File: src/rtl/fir_xifu_ctrl.sv
// FIR XIFU scoreboard: tracks XIF instruction IDs from issue through commit/kill to WB clear,
// and holds decode off while an ID is still in flight.
package fir_xifu_pkg;
  localparam int X_ID_WIDTH = 4;
  localparam int X_ID_MAX   = 2 ** X_ID_WIDTH;

  typedef struct packed {
    logic                  issue;
    logic [X_ID_WIDTH-1:0] id;
  } id2ctrl_t;

  typedef struct packed {
    logic [X_ID_MAX-1:0] clear;
  } wb2ctrl_t;

  typedef struct packed {
    logic [X_ID_MAX-1:0] commit;
  } ctrl2ex_t;

  typedef struct packed {
    logic [X_ID_MAX-1:0] issue;
    logic [X_ID_MAX-1:0] commit;
    logic [X_ID_MAX-1:0] kill;
  } ctrl2wb_t;
endpackage

module fir_xifu_ctrl
  import fir_xifu_pkg::*;
#(
  parameter int X_ID_WIDTH = fir_xifu_pkg::X_ID_WIDTH,
  parameter int X_ID_MAX   = 2 ** X_ID_WIDTH
) (
  input  logic                  clk_i,
  input  logic                  rst_i,
  input  id2ctrl_t              id2ctrl_i,
  output logic                  issue_ready_o,
  input  logic                  x_commit_valid_i,
  input  logic [X_ID_WIDTH-1:0] x_commit_id_i,
  input  logic                  x_commit_kill_i,
  input  wb2ctrl_t              wb2ctrl_i,
  output ctrl2ex_t              ctrl2ex_o,
  output ctrl2wb_t              ctrl2wb_o,
  output logic [X_ID_WIDTH:0]   outstanding_o,
  output logic                  err_o
);

  logic [X_ID_MAX-1:0] issue_q, issue_d;
  logic [X_ID_MAX-1:0] commit_q, commit_d;
  logic [X_ID_MAX-1:0] kill_q, kill_d;
  logic                err_q, err_d;
  logic [X_ID_MAX-1:0] commit_onehot;
  logic [X_ID_WIDTH:0] popcount;

  always_comb begin
    logic issue_hit, issue_ok, cmt_hit, cmt_ok, cmt_err, issue_err, clear_err;
    issue_d = issue_q;
    commit_d = commit_q;
    kill_d = kill_q;
    err_d = 1'b0;
    for (int i = 0; i < X_ID_MAX; i++) begin
      issue_hit = id2ctrl_i.issue && (id2ctrl_i.id == X_ID_WIDTH'(i));
      issue_ok  = issue_hit && (!issue_q[i] || wb2ctrl_i.clear[i]);
      issue_err = issue_hit && issue_q[i] && !wb2ctrl_i.clear[i];
      clear_err = wb2ctrl_i.clear[i] && !issue_q[i];
      cmt_hit   = x_commit_valid_i && (x_commit_id_i == X_ID_WIDTH'(i));
      // A freshly issued instance has no commit/kill history, even if the old one had.
      cmt_err   = cmt_hit && !issue_ok && (!issue_q[i] || commit_q[i] || kill_q[i]);
      cmt_ok    = cmt_hit && !cmt_err;
      if (issue_ok) begin
        issue_d[i]  = 1'b1;
        commit_d[i] = cmt_ok && !x_commit_kill_i;
        kill_d[i]   = cmt_ok && x_commit_kill_i;
      end else if (wb2ctrl_i.clear[i]) begin
        issue_d[i]  = 1'b0;
        commit_d[i] = 1'b0;
        kill_d[i]   = 1'b0;
      end else if (cmt_ok) begin
        if (x_commit_kill_i) kill_d[i] = 1'b1;
        else                 commit_d[i] = 1'b1;
      end
      if (issue_err || cmt_err || clear_err) err_d = 1'b1;
    end
  end

  always_ff @(posedge clk_i or posedge rst_i) begin
    if (rst_i) begin
      issue_q  <= '0;
      commit_q <= '0;
      kill_q   <= '0;
      err_q    <= 1'b0;
    end else begin
      issue_q  <= issue_d;
      commit_q <= commit_d;
      kill_q   <= kill_d;
      err_q    <= err_d;
    end
  end

  always_comb begin
    commit_onehot = '0;
    if (x_commit_valid_i && !x_commit_kill_i) commit_onehot[x_commit_id_i] = 1'b1;
  end

  always_comb begin
    popcount = '0;
    for (int i = 0; i < X_ID_MAX; i++) popcount = popcount + (X_ID_WIDTH + 1)'(issue_q[i]);
  end

  assign issue_ready_o    = !issue_q[id2ctrl_i.id] || wb2ctrl_i.clear[id2ctrl_i.id];
  assign ctrl2ex_o.commit = commit_q | commit_onehot;
  assign ctrl2wb_o.issue  = issue_q;
  assign ctrl2wb_o.commit = commit_q;
  assign ctrl2wb_o.kill   = kill_q;
  assign outstanding_o    = popcount;
  assign err_o            = err_q;

endmodule

File: config.mk
export PLATFORM = sky130hd
export DESIGN_NAME = fir_xifu_ctrl
export DESIGN_NICKNAME = d
export VERILOG_FILES = /design/src/rtl/fir_xifu_ctrl.sv
export SDC_FILE = /design/constraint.sdc
export NUM_CORES = 1
export LEC_CHECK = 0
export CAP_MARGIN = 10
export CORE_ASPECT_RATIO = 0.7
export CORE_MARGIN = 4
export CORE_UTILIZATION = 50
export DETAILED_ROUTE_END_ITERATION = 12
export PLACE_DENSITY = 0.86
export SYNTH_ARGS = -nofsm -noshare
export SYNTH_HDL_FRONTEND = slang
export SYNTH_SLANG_ARGS = --single-unit
File: constraint.sdc
create_clock -name clk_i -period 11.09 [get_ports clk_i]
set_input_delay 2.218 -clock clk_i [delete_from_list [all_inputs] [get_ports clk_i]]
set_output_delay 2.218 -clock clk_i [all_outputs]
set_load 0.01 [all_outputs]
**Word-level counts from Yosys, hierarchy flattened**

Index checks and enable logic that the tools add are counted.
W data, S select, Z words.

- Register bits after elaboration: 49
- Bits of input ports: 29
- Logic and storage cells: 674

- Add/sub/neg operators: 15
- Order comparisons: 3
- Equality and inequality tests: 46
- Mux-type cells: 153
- Bitwise logic cells: 1
- Reduce and logical (&&, ||, !) cells: 407

Operator list:

| cell | number |
|---|---|
| $logic_and A1 B1 Y1 | 178 |
| $mux W1 | 149 |
| $reduce_bool A3 Y1 | 32 |
| $logic_or A1 B1 Y1 | 81 |
| $logic_not A1 Y1 | 66 |
| $eq A4 B4 Y1 const B | 16 |
| $reduce_and A2 Y1 | 32 |
| $add A5 B1 Y5 | 11 |
| $ne A3 B1 Y1 const B | 16 |
| $eq A4 B3 Y1 const B | 8 |
| $reduce_bool A2 Y1 | 16 |
| $eq A4 B2 Y1 const B | 4 |
| $mux W16 | 1 |
| $or A16 B16 Y16 | 1 |
| $lt A4 B5 Y1 const B | 2 |
| $bmux W1 S4 | 2 |
| $eq A4 B1 Y1 const B | 2 |
| $logic_not A4 Y1 | 2 |
| $add A4 B1 Y5 | 1 |
| $add A3 B1 Y4 | 1 |
| $demux W1 S4 | 1 |
| $ge A4 B1 Y1 const B | 1 |
| $add A2 B1 Y3 | 1 |
| $add A1 B1 Y2 | 1 |

**Longest topological paths before layout**

- Word-level depth: 24
- Mapped depth: 11
- Mapped depth without buffers: 11

**Least setup slack after synthesis**

No wires, ideal clock.

- Path kind: in2out
- From: in id2ctrl_i[2] (netlist name)
- To: out issue_ready_o
- Arrival: 3.572 ns
- Data required time: 8.872 ns
- Slack: 5.300 ns
- Stages on the path: 4
- Cell sequence: buf_2 > buf_2 > mux4_2 > mux4_2

- Longest elaborated chain between the ends: 4

RTL lines:

| what | line | text |
|---|---|---|
| from (decl) | 35 | `input id2ctrl_t id2ctrl_i,` |
| $bmux W1 S4 | 109 | `assign issue_ready_o = !issue_q[id2ctrl_i.id] \|\| wb2ctrl_i.clear[id2ctrl_i.id];` |
| $mux W1 (not written as such) | 109 |  |
| $logic_not A1 Y1 | 109 |  |
| $logic_or A1 B1 Y1 (*) | 109 |  |
| to (decl) | 36 | `output logic issue_ready_o,` |

Mark *: on every way between the ends. The rest lies on a longest branch, timed or not. The select of a mux whose other input is x is not followed.

**Worst setup path in the final report**

Same ends and word-level chain as after synthesis.

==> impl_metrics.json <==
{
  "fillers": 560,
  "clockPowerShare_pct": 33.5,
  "cts_hold_buf": 0,
  "fp-row-count": 25,
  "area_growth_pct": 31.6,
  "root_buffer": "clkbuf_8",
  "synth_top_family_by_area": "simple AND/OR/NAND/NOR gates",
  "synth_xor_area_share_pct": 0.478,
  "drtIter0Drc": 454,
  "htree_levels": 2,
  "synth_nets": 488,
  "power_density_mw_per_mm2": 87.4,
  "ant_nets": 0,
  "cts_buffer_depth": 2,
  "mappedNetlistArea_mm2": 0.00366,
  "design_area_mm2": 0.00482,
  "first_pass_iters": 6,
  "synth_flop_cell": "dfrtp_1",
  "io_pins": 100,
  "io_buffers": 99,
  "power.share.switching_pct": 29.3,
  "clkTransAtPathRegs_ns": 0.10,
  "clock_skew_ns": 0.00695,
  "slew_violations": 0,
  "ys_seq_elements": 49,
  "synth-edff-count": 0,
  "p_int_uw": 298,
  "die_area_mm2": 0.00878,
  "grt_pass1_vias": 3881,
  "die_w_um": 110,
  "hpwl_mm": 9.68,
  "fmax_ghz": 0.144,
  "antenna_found_initial": 0,
  "synthTopCellsByCount": "59 x nand2_1, 49 x dfrtp_1, 32 x nand3_1, 32 x o21ai_0, 31 x inv_1",
  "synthTopCellsByArea": "dfrtp_1 33%, nand2_1 6.0%, fa_1 5.5%",
  "setup_violations": 0,
  "p_seq_share_pct": 44.4,
  "grt_max_degree": 50,
  "critPathArrivalTime_ns": 4.73,
  "placeableCoreArea_mm2": 0.00694,
  "cp_top_family": "buffers and inverters",
  "synth_top_area_share_pct": 33.5,
  "crit_path_start_kind": "input port",
  "cp-end-kind": "primary output",
  "syn_inst": 444,
  "drive_gt1_share_pct": 7.26,
  "rsz0062_at_grt": "no",
  "grt_pass1_wl_mm": 19.9,
  "required_ns": 8.87,
  "synth-simple-area-share_pct": 29.0,
  "crit_start": "id2ctrl_i[2]",
  "cts_buffers": 5,
  "place.gp.congestion": 0.995,
  "placed_cell_area_mm2": 0.00470,
  "routed_via_density": 6.39,
  "cts_tree": "yes",
  "async_flop_share_pct": 100,
  "synthAdderAreaFrac_pct": 7.18,
  "syn_area_per_cell_um2": 8.25,
  "overflow": 0,
  "critPathSlowestCell": "clkdlybuf4s50_1",
  "hold_viol": 0,
  "slowest_delay_ns": 0.95,
  "synth_compound_area_share_pct": 21.4,
  "leakage_uw": 0.00192,
  "synth-warning-count": 0,
  "max_cap_viol_count": 0,
  "hp-class": "reg2reg",
  "nets": 580,
  "period_needed_ns": 6.95,
  "r2r_start": "issue_q[4]",
  "finalCritPeriodShare_pct": 62.7,
  "synth_top_cell_by_area": "dfrtp_1",
  "wl_per_cell_um": 20.0,
  "post-synth-top-count-cell": "nand2_1",
  "p_sw_uw": 124,
  "cts_repair_resize_count": 0,
  "initial_core_util_pct": 52.7,
  "worstHoldStart": "kill_q[3]",
  "post-route-util_pct": 69.4,
  "combPwrFrac_pct": 22.1,
  "route.vias.total": 4035,
  "cts.sinks": 49,
  "synth_cell_types": 54,
  "drc_errors": 0,
  "worstMarginPinSlew_ns": 1.09,
  "post_cts_buffers": 0,
  "path_max_fanout": 18,
  "tns_ns": 0,
  "path_cells": "clkdlybuf4s50_1 -> mux4_2 -> mux4_2 -> clkdlybuf4s50_1",
  "peakVddDrop_mv": 0.0468,
  "grt.total_usage_pct": 29.5,
  "crit_buf_inv": 2,
  "die_h_um": 79.6,
  "relSlewSlack_pct": 26.2,
  "status": "finished, final reports clean",
  "ys_seq_area_share_pct": 33.5,
  "diodes": 0,
  "muxShareOfSynthArea_pct": 3.08,
  "crit_type": "in2out",
  "drt-total-wl_mm": 12.6,
  "clk_latency_ns": 0.32
}
routing by layer:
metal,up-vias,share of wire [%],track usage (%)
met3,47,13,8.97
met5,-,0,0
li1,1797,-,-
met4,0,3.1,8.98
met1,1886,42,41.4
met2,305,42,43.7
placed cells by master, fill, tap and decap left out, drive strengths merged, types with 6 or more instances in the layout:
master	Yosys	layout
clkdlybuf4s50	0	99
nand2	59	59
dfrtp	49	49
nand3	32	32
o21ai	32	32
inv	31	31
nor2	26	26
a21oi	24	24
nor3	23	23
nand2b	16	16
or2	16	16
o21a	15	15
fa	10	10
o311ai	10	10
nand4	9	9
a22oi	8	8
clkbuf	7	8
a31oi	7	7
nor4	6	6
cell families (layout without fill, tap and decap cells):
family | Yosys count | count (layout)
compound gates | 119 | 119
xor+xnor | 2 | 2
flops | 49 | 49
mux | 5 | 5
buf+inv | 47 | 140
fa+ha+maj | 15 | 15
simple gates | 207 | 207
worst register-to-register path, stage by stage (launching register included):
cell and delay (ns):
dfrtp_1 0.44, inv_1 0.13, a22o_1 0.22, nor4_1 0.57, nand4b_1 0.17, nor4b_1 0.55
or4b_1 0.52
path summary, 6_finish.rpt:
check,depth (start not counted),slack (ns),end
max,4,4.14,issue_ready_o
max reg2reg,6,8.35,err_o
min in group asynchronous,2,2.49,issue_q[7]
min reg2reg,2,0.57,kill_q[3]
max in group asynchronous,2,7.95,issue_q[1]
min,2,0.57,kill_q[3]
sequential cells by signal, indices dropped and copies added (netlist names):
name,count
kill_q,16
commit_q,16
err_o,1
issue_q,16
power groups by stage:
stage	logic, uW	registers, uW	clock network (uW)
final	93.0	187	141
after global routing	101	188	148
after CTS	92.1	187	139
after detailed placement	91.7	190	0
after global placement	88.8	190	0
after floorplan	49.0	191	0
layout make-up:
cell class | instances | area (um^2) | share of cell area [%]
Sequential cell | 49 | 1230 | 25.4
Multi-Input combinational cell | 348 | 2240 | 46.5
Clock buffer | 7 | 86.3 | 1.79
Tap cell | 94 | 118 | 2.44
Inverter | 31 | 116 | 2.41
Timing Repair Buffer | 101 | 1000 | 20.8
Clock inverter | 1 | 30.0 | 0.623
per-stage QoR:
step           power, uW  hold slack [ns]  instances  setup WS, ns
2_1_floorplan        239            0.578        444          5.30
3_3_place_gp         279            0.551        622          4.20
3_5_place_dp         282            0.555        622          4.17
4_1_cts              417            0.570        630          4.16
5_1_grt              437            0.596        631          4.07
6_report             421            0.567        631          4.14
(Power assumes the default switching activity.)
